$ cat src/rtl/pc_sequencer_if.sv
// Fetch-stage control/return-bus bundle for pc_sequencer.
// The master drives the controls and memory beats, and the slave (the sequencer) drives the PC outputs.
interface pc_sequencer_if #(
    parameter int ADDR_W = 32,
    parameter int DATA_W = 16
);
    logic              stall;
    logic              branch_en;
    logic [DATA_W-1:0] branch_target;
    logic              call_en;
    logic [DATA_W-1:0] call_target;
    logic              ret_start;
    logic              mem_valid;
    logic [DATA_W-1:0] mem_data;
    logic              irq_req;
    logic [ADDR_W-1:0] pc;
    logic [ADDR_W-1:0] epc;
    logic              irq_ack;
    logic              ret_busy;

    modport master (
        output stall, branch_en, branch_target, call_en, call_target,
        output ret_start, mem_valid, mem_data, irq_req,
        input  pc, epc, irq_ack, ret_busy
    );

    modport slave (
        input  stall, branch_en, branch_target, call_en, call_target,
        input  ret_start, mem_valid, mem_data, irq_req,
        output pc, epc, irq_ack, ret_busy
    );
endinterface

$ cat src/rtl/pc_sequencer.sv
// Program-counter sequencer. It picks the next PC from increment, branch, call, stall or the interrupt vector,
// and it assembles multi-beat return addresses. All state changes on the falling clock edge.
module pc_sequencer #(
    parameter int                ADDR_W    = 32,
    parameter int                DATA_W    = 16,
    parameter logic [ADDR_W-1:0] RESET_VEC = ADDR_W'(32'd32),
    parameter logic [ADDR_W-1:0] INT_VEC   = ADDR_W'(32'd0)
) (
    input  logic           clk,
    input  logic           reset,
    pc_sequencer_if.slave  bus
);
    localparam int BEATS = ADDR_W / DATA_W;
    localparam int CNT_W = (BEATS > 1) ? $clog2(BEATS) : 1;
    localparam logic [CNT_W-1:0] LAST_CNT = CNT_W'(BEATS - 1);

    typedef enum logic [0:0] {
        IDLE     = 1'b0,
        RET_LOAD = 1'b1
    } state_e;

    state_e            state_q, state_d;
    logic [ADDR_W-1:0] pc_q, pc_d;
    logic [ADDR_W-1:0] epc_q, epc_d;
    logic              irq_ack_q, irq_ack_d;
    logic              ret_busy_q, ret_busy_d;
    logic              pending_q, pending_d;
    logic [CNT_W-1:0]  cnt_q, cnt_d;
    logic [ADDR_W-1:0] asm_q, asm_d;

    logic [ADDR_W-1:0] seq_pc_s;
    logic [ADDR_W-1:0] asm_beat_s;
    logic              irq_take_s;

    // PC that the non-interrupt IDLE rows would select; it also serves as the resume address.
    always_comb begin
        seq_pc_s = pc_q + ADDR_W'(1'b1);
        if (bus.call_en) begin
            seq_pc_s = ADDR_W'(bus.call_target);
        end else if (bus.branch_en) begin
            seq_pc_s = ADDR_W'(bus.branch_target);
        end else if (bus.stall) begin
            seq_pc_s = pc_q;
        end else begin
            seq_pc_s = pc_q + ADDR_W'(1'b1);
        end
    end

    // Assembly register with the current beat merged in; beat 0 lands in the most-significant word.
    always_comb begin
        asm_beat_s = asm_q;
        for (int b = 0; b < BEATS; b++) begin
            asm_beat_s[ADDR_W-1-b*DATA_W -: DATA_W] =
                (cnt_q == CNT_W'(b)) ? bus.mem_data : asm_q[ADDR_W-1-b*DATA_W -: DATA_W];
        end
    end

    // Interrupts are only taken from IDLE, so a load that completes this edge defers the irq by one edge.
    always_comb begin
        irq_take_s = (state_q == IDLE) && (pending_q || bus.irq_req);
    end

    // Next-state and datapath selection for the two-state return-load FSM.
    always_comb begin
        state_d   = state_q;
        pc_d      = pc_q;
        epc_d     = epc_q;
        irq_ack_d = 1'b0;
        cnt_d     = cnt_q;
        asm_d     = asm_q;
        pending_d = irq_take_s ? 1'b0 : (pending_q | bus.irq_req);

        case (state_q)
            IDLE: begin
                if (irq_take_s) begin
                    pc_d      = INT_VEC;
                    irq_ack_d = 1'b1;
                    // A return that collides with the irq is re-issued later, so resume at the current pc.
                    epc_d     = bus.ret_start ? pc_q : seq_pc_s;
                end else if (bus.ret_start) begin
                    state_d = RET_LOAD;
                    cnt_d   = {CNT_W{1'b0}};
                end else begin
                    pc_d = seq_pc_s;
                end
            end
            RET_LOAD: begin
                if (bus.mem_valid) begin
                    asm_d = asm_beat_s;
                    if (cnt_q == LAST_CNT) begin
                        pc_d    = asm_beat_s;
                        state_d = IDLE;
                        cnt_d   = {CNT_W{1'b0}};
                    end else begin
                        cnt_d = cnt_q + CNT_W'(1'b1);
                    end
                end else begin
                    asm_d = asm_q;
                end
            end
            default: begin
                state_d = IDLE;
                cnt_d   = {CNT_W{1'b0}};
            end
        endcase

        ret_busy_d = (state_d == RET_LOAD);
    end

    // State registers; the async reset also discards any return load in progress.
    always_ff @(negedge clk or negedge reset) begin
        if (!reset) begin
            state_q    <= IDLE;
            pc_q       <= RESET_VEC;
            epc_q      <= {ADDR_W{1'b0}};
            irq_ack_q  <= 1'b0;
            ret_busy_q <= 1'b0;
            pending_q  <= 1'b0;
            cnt_q      <= {CNT_W{1'b0}};
            asm_q      <= {ADDR_W{1'b0}};
        end else begin
            state_q    <= state_d;
            pc_q       <= pc_d;
            epc_q      <= epc_d;
            irq_ack_q  <= irq_ack_d;
            ret_busy_q <= ret_busy_d;
            pending_q  <= pending_d;
            cnt_q      <= cnt_d;
            asm_q      <= asm_d;
        end
    end

    assign bus.pc       = pc_q;
    assign bus.epc      = epc_q;
    assign bus.irq_ack  = irq_ack_q;
    assign bus.ret_busy = ret_busy_q;
endmodule

$ cat src/flat_wrapper.sv
// flat-port wrapper written by rule: the top's interface ports become plain ports
module pc_sequencer_flat 
#(
    parameter int                ADDR_W    = 32,
    parameter int                DATA_W    = 16,
    parameter logic [ADDR_W-1:0] RESET_VEC = ADDR_W'(32'd32),
    parameter logic [ADDR_W-1:0] INT_VEC   = ADDR_W'(32'd0)
)
  (clk, reset, bus_stall, bus_branch_en, bus_branch_target, bus_call_en, bus_call_target, bus_ret_start, bus_mem_valid, bus_mem_data, bus_irq_req, bus_pc, bus_epc, bus_irq_ack, bus_ret_busy);
  pc_sequencer_if #(.ADDR_W(ADDR_W), .DATA_W(DATA_W)) bus_i ();
  input  logic clk;
  input  logic reset;
  input wire logic [$bits(bus_i.stall)-1:0] bus_stall;
  input wire logic [$bits(bus_i.branch_en)-1:0] bus_branch_en;
  input wire logic [$bits(bus_i.branch_target)-1:0] bus_branch_target;
  input wire logic [$bits(bus_i.call_en)-1:0] bus_call_en;
  input wire logic [$bits(bus_i.call_target)-1:0] bus_call_target;
  input wire logic [$bits(bus_i.ret_start)-1:0] bus_ret_start;
  input wire logic [$bits(bus_i.mem_valid)-1:0] bus_mem_valid;
  input wire logic [$bits(bus_i.mem_data)-1:0] bus_mem_data;
  input wire logic [$bits(bus_i.irq_req)-1:0] bus_irq_req;
  output wire logic [$bits(bus_i.pc)-1:0] bus_pc;
  output wire logic [$bits(bus_i.epc)-1:0] bus_epc;
  output wire logic [$bits(bus_i.irq_ack)-1:0] bus_irq_ack;
  output wire logic [$bits(bus_i.ret_busy)-1:0] bus_ret_busy;
  assign bus_i.stall = bus_stall;
  assign bus_i.branch_en = bus_branch_en;
  assign bus_i.branch_target = bus_branch_target;
  assign bus_i.call_en = bus_call_en;
  assign bus_i.call_target = bus_call_target;
  assign bus_i.ret_start = bus_ret_start;
  assign bus_i.mem_valid = bus_mem_valid;
  assign bus_i.mem_data = bus_mem_data;
  assign bus_i.irq_req = bus_irq_req;
  assign bus_pc = bus_i.pc;
  assign bus_epc = bus_i.epc;
  assign bus_irq_ack = bus_i.irq_ack;
  assign bus_ret_busy = bus_i.ret_busy;
  pc_sequencer #(.ADDR_W(ADDR_W), .DATA_W(DATA_W), .RESET_VEC(RESET_VEC), .INT_VEC(INT_VEC)) u_core (.clk(clk), .reset(reset), .bus(bus_i));
endmodule
$ cat config.mk
export PLATFORM = sky130hd
export DESIGN_NAME = pc_sequencer_flat
export DESIGN_NICKNAME = d
export VERILOG_FILES = /design/src/rtl/pc_sequencer_if.sv /design/src/rtl/pc_sequencer.sv /design/src/flat_wrapper.sv
export SDC_FILE = /design/constraint.sdc
export NUM_CORES = 1
export LEC_CHECK = 0
export ABC_AREA = 1
export ABC_CLOCK_PERIOD_IN_PS = 4700
export CAP_MARGIN = 25
export CORE_UTILIZATION = 45
export DETAILED_ROUTE_END_ITERATION = 8
export GPL_ROUTABILITY_DRIVEN = 0
export PLACE_DENSITY = 0.71
export SYNTH_ARGS = -nofsm -noshare
export SYNTH_HDL_FRONTEND = slang
export SYNTH_SLANG_ARGS = --single-unit
$ cat constraint.sdc
create_clock -name clk -period 4.7 [get_ports clk]
set_input_delay 1.175 -clock clk [delete_from_list [all_inputs] [get_ports clk]]
set_output_delay 1.175 -clock clk [all_outputs]
set_load 0.01 [all_outputs]
==> results_dict.tcl <==
set metrics [dict create \
    synth_top_area_cell "dfrtn_1" \
    timing.slew.headroom 0.408 \
    synth_compound_area_frac 0.176 \
    cts_root_buf "clkbuf_16" \
    fillers 1139 \
    path_buf_inv 1 \
    finalSetupViolCount 0 \
    hpwl_um 14500 \
    synth_warnings 0 \
    worstSetupStartpointType "flop" \
    p_leak_nw 3.98 \
    worstPathRequired_ns 3.52 \
    grt_usage 0.290 \
    synthTopCellsByCount "nand2_1, o21ai_0, dfrtn_1, nor2_1, inv_1" \
    async_flop_share 1.00 \
    intPower_w 0.00281 \
    yosys.area.top_type_share 0.414 \
    power_switching_w 0.00207 \
    grt_antenna_before_repair 0 \
    nNetsFinal 1084 \
    rsz0062_at_grt "yes" \
    ios 122 \
    final_cell_area_um2 8210 \
    drtIter0Drc 505 \
    numPortBuffers 121 \
    crit_arrival_ns 3.45 \
    vdd_drop_max_v 0.000351 \
    wire_per_inst_um 15.9 \
    power_frac_comb 0.524 \
    clk_pin_slew_worst_paths_ns 0.05 \
    synth_xor_area_frac 0.0102 \
    synth_seq_area_share 0.418 \
    reg2reg_from "u_core.cnt_q" \
    grt_max_degree 49 \
    drt-pass1-iter-count 5 \
    powerDensity_nw_per_um2 595 \
    syn-cell-area_um2 5980 \
    cp_top_family "flip-flops" \
    layout-drive-gt1-share 0.149 \
    grt_pass1_vias 6059 \
    yosys-mux-area-fraction 0 \
    synth.distinct_cells 39 \
    initial_utilization 0.469 \
    hold_viol_final 0 \
    synthSimpleGateAreaFrac 0.316 \
    drc 0 \
    postRouteAntennaNets 0 \
    drv_slew 0 \
    fp.dieH_um 117 \
    hp-class "flop to flop" \
    clkLatencyLatePin_ns 0.41 \
    syn_to_final_growth_pct 37.1 \
    ctsHoldBuffers 0 \
    finalNonFillerCells 1204 \
    swShare 0.425 \
    synth_ff_type "dfrtn_1" \
    cp_cell_sequence "dlygate4sd2_1" \
    synthMostInstantiatedCell "nand2_1" \
    synth-seq-cells 100 \
    via_count 6379 \
    clock-sinks 100 \
    synth_fa_ha_area_frac 0.00209 \
    clockBufferDepth 2 \
    crit_path_end_kind "primary output" \
    grt-ovfl-total 0 \
    avgViaCountPerCell 5.30 \
    htree_levels 3 \
    cts_tree "done" \
    die-area_um2 13800 \
    placed_area_um2 7920 \
    synthCells 855 \
    synth_top_family_by_area "simple AND/OR/NAND/NOR gates" \
    diodes 0 \
    crit_path_start "u_core.bus.pc[31]" \
    drt_wl_total_um 19200 \
    status "finished clean" \
    grt_pass1_wl_um 31300 \
    crit_slowest_cell "dfrtn_1" \
    min-delay-start "u_core.bus.epc[8]" \
    synthTopCellsByArea "dfrtn_1, nand2_1, o21ai_0" \
    seqPwrFrac 0.311 \
    crit_type "flop to primary output" \
    clkPwrFrac 0.166 \
    synth-edff-count 0 \
    coreArea_um2 12800 \
    cp_max_fo 4 \
    worst_pin_slew_ns 0.888 \
    clock_skew_ns 0.0516 \
    max_cap_viol_count 0 \
    cpPeakStageDelay_ns 0.45 \
    numCtsBuffers 9 \
    die_x_um 117 \
    syn_avg_cell_area_um2 7.00 \
    rows 41 \
    dp_cells 1186 \
    synth_fp_nets 912 \
]
[flip-flops by register name (all words and copies together) (netlist names)]
| signal | flops |
|---|---|
| u_core.bus.irq_ack | 1 |
| u_core.asm_q | 32 |
| u_core.state_q | 1 |
| u_core.bus.pc | 32 |
| u_core.cnt_q | 1 |
| u_core.bus.epc | 32 |
| u_core.pending_q | 1 |
[per-stage QoR]
stage / total power [W] / setup slack [ns] / setup TNS (ns) / util / hold WS (ns)
2_1_floorplan: 0.00283 / 0.123 / 0 / - / 0.418
3_3_place_gp: 0.00418 / -0.558 / -30.34 / 0.620 / 0.424
3_5_place_dp: 0.00424 / -0.589 / -31.98 / 0.620 / 0.425
4_1_cts: 0.00486 / 0.00114 / 0 / 0.639 / 0.423
5_1_grt: 0.00523 / -0.0105 / -0.0109 / 0.642 / 0.437
6_report: 0.00488 / 0.0701 / 0 / 0.642 / 0.417
[final timing paths]
check                               endpoint  slack (ns)  cells after the start
max                               bus_pc[31]        0.07                      1
min                        u_core.bus.epc[8]        0.42                      2
max reg2reg                u_core.bus.pc[31]        2.14                      6
min reg2reg                u_core.bus.epc[8]        0.42                      2
max in group asynchronous   u_core.asm_q[16]        1.09                      2
min in group asynchronous  u_core.bus.epc[4]        2.98                      1
[routing by layer]
layer  part of all wire  wire (um)  global-route usage  vias to the layer above
met3              0.062       1180              0.0584                       40
met2               0.47       8930               0.457                      225
li1                   -          -                   -                     3127
met1               0.45       8670               0.401                     2987
met5                  0          0                   0                        -
met4              0.021        397              0.0852                        0
[power by group through the flow]
stage / clock network, W / logic (W) / registers, W
3_3_place_gp: 0.00000266 / 0.00266 / 0.00152
3_5_place_dp: 0.00000266 / 0.00270 / 0.00154
4_1_cts: 0.000815 / 0.00253 / 0.00151
5_1_grt: 0.000848 / 0.00283 / 0.00156
6_report: 0.000809 / 0.00255 / 0.00152
2_1_floorplan: 0.00000266 / 0.00115 / 0.00168
[cells by family after synthesis]
kind of cell / count (synthesis)
buf+inv: 116
compound gates: 199
simple gates: 432
flops: 100
fa+ha+maj: 1
xor+xnor: 7
[timing repair]
item                                    4_1_cts  5_1_grt
endpoints found under the hold margin         0        0
endpoints found under the setup margin      121       50
gates resized for setup                      69       15
pin swaps                                     0        1
buffers inserted                              0        2
[layout by cell type (no fill, tap or decap), drive strengths merged, types with 2 or more instances in the layout]
cell type      instances
a31oi                  8
nor3                   5
inv                   71
or2                    6
nor2                  96
nand3                 53
buf                   87
dlygate4sd2           65
clkdlybuf4s50         52
o22ai                  2
xor2                   5
a22oi                  8
a21oi                 51
clkbuf                14
dfrtn                 99
nand4                 10
o21ai                125
nand2                261
xnor2                  2
[final cells by class]
class	count	area (um2)	share of cell area
Timing Repair Buffer	207	1850	0.226
Clock buffer	12	267	0.0325
Tap cell	172	215	0.0262
Inverter	69	259	0.0316
Multi-Input combinational cell	639	3050	0.372
Clock inverter	5	58.8	0.00717
Sequential cell	100	2500	0.305
Note: power is estimated with default switching activity, not from simulation.
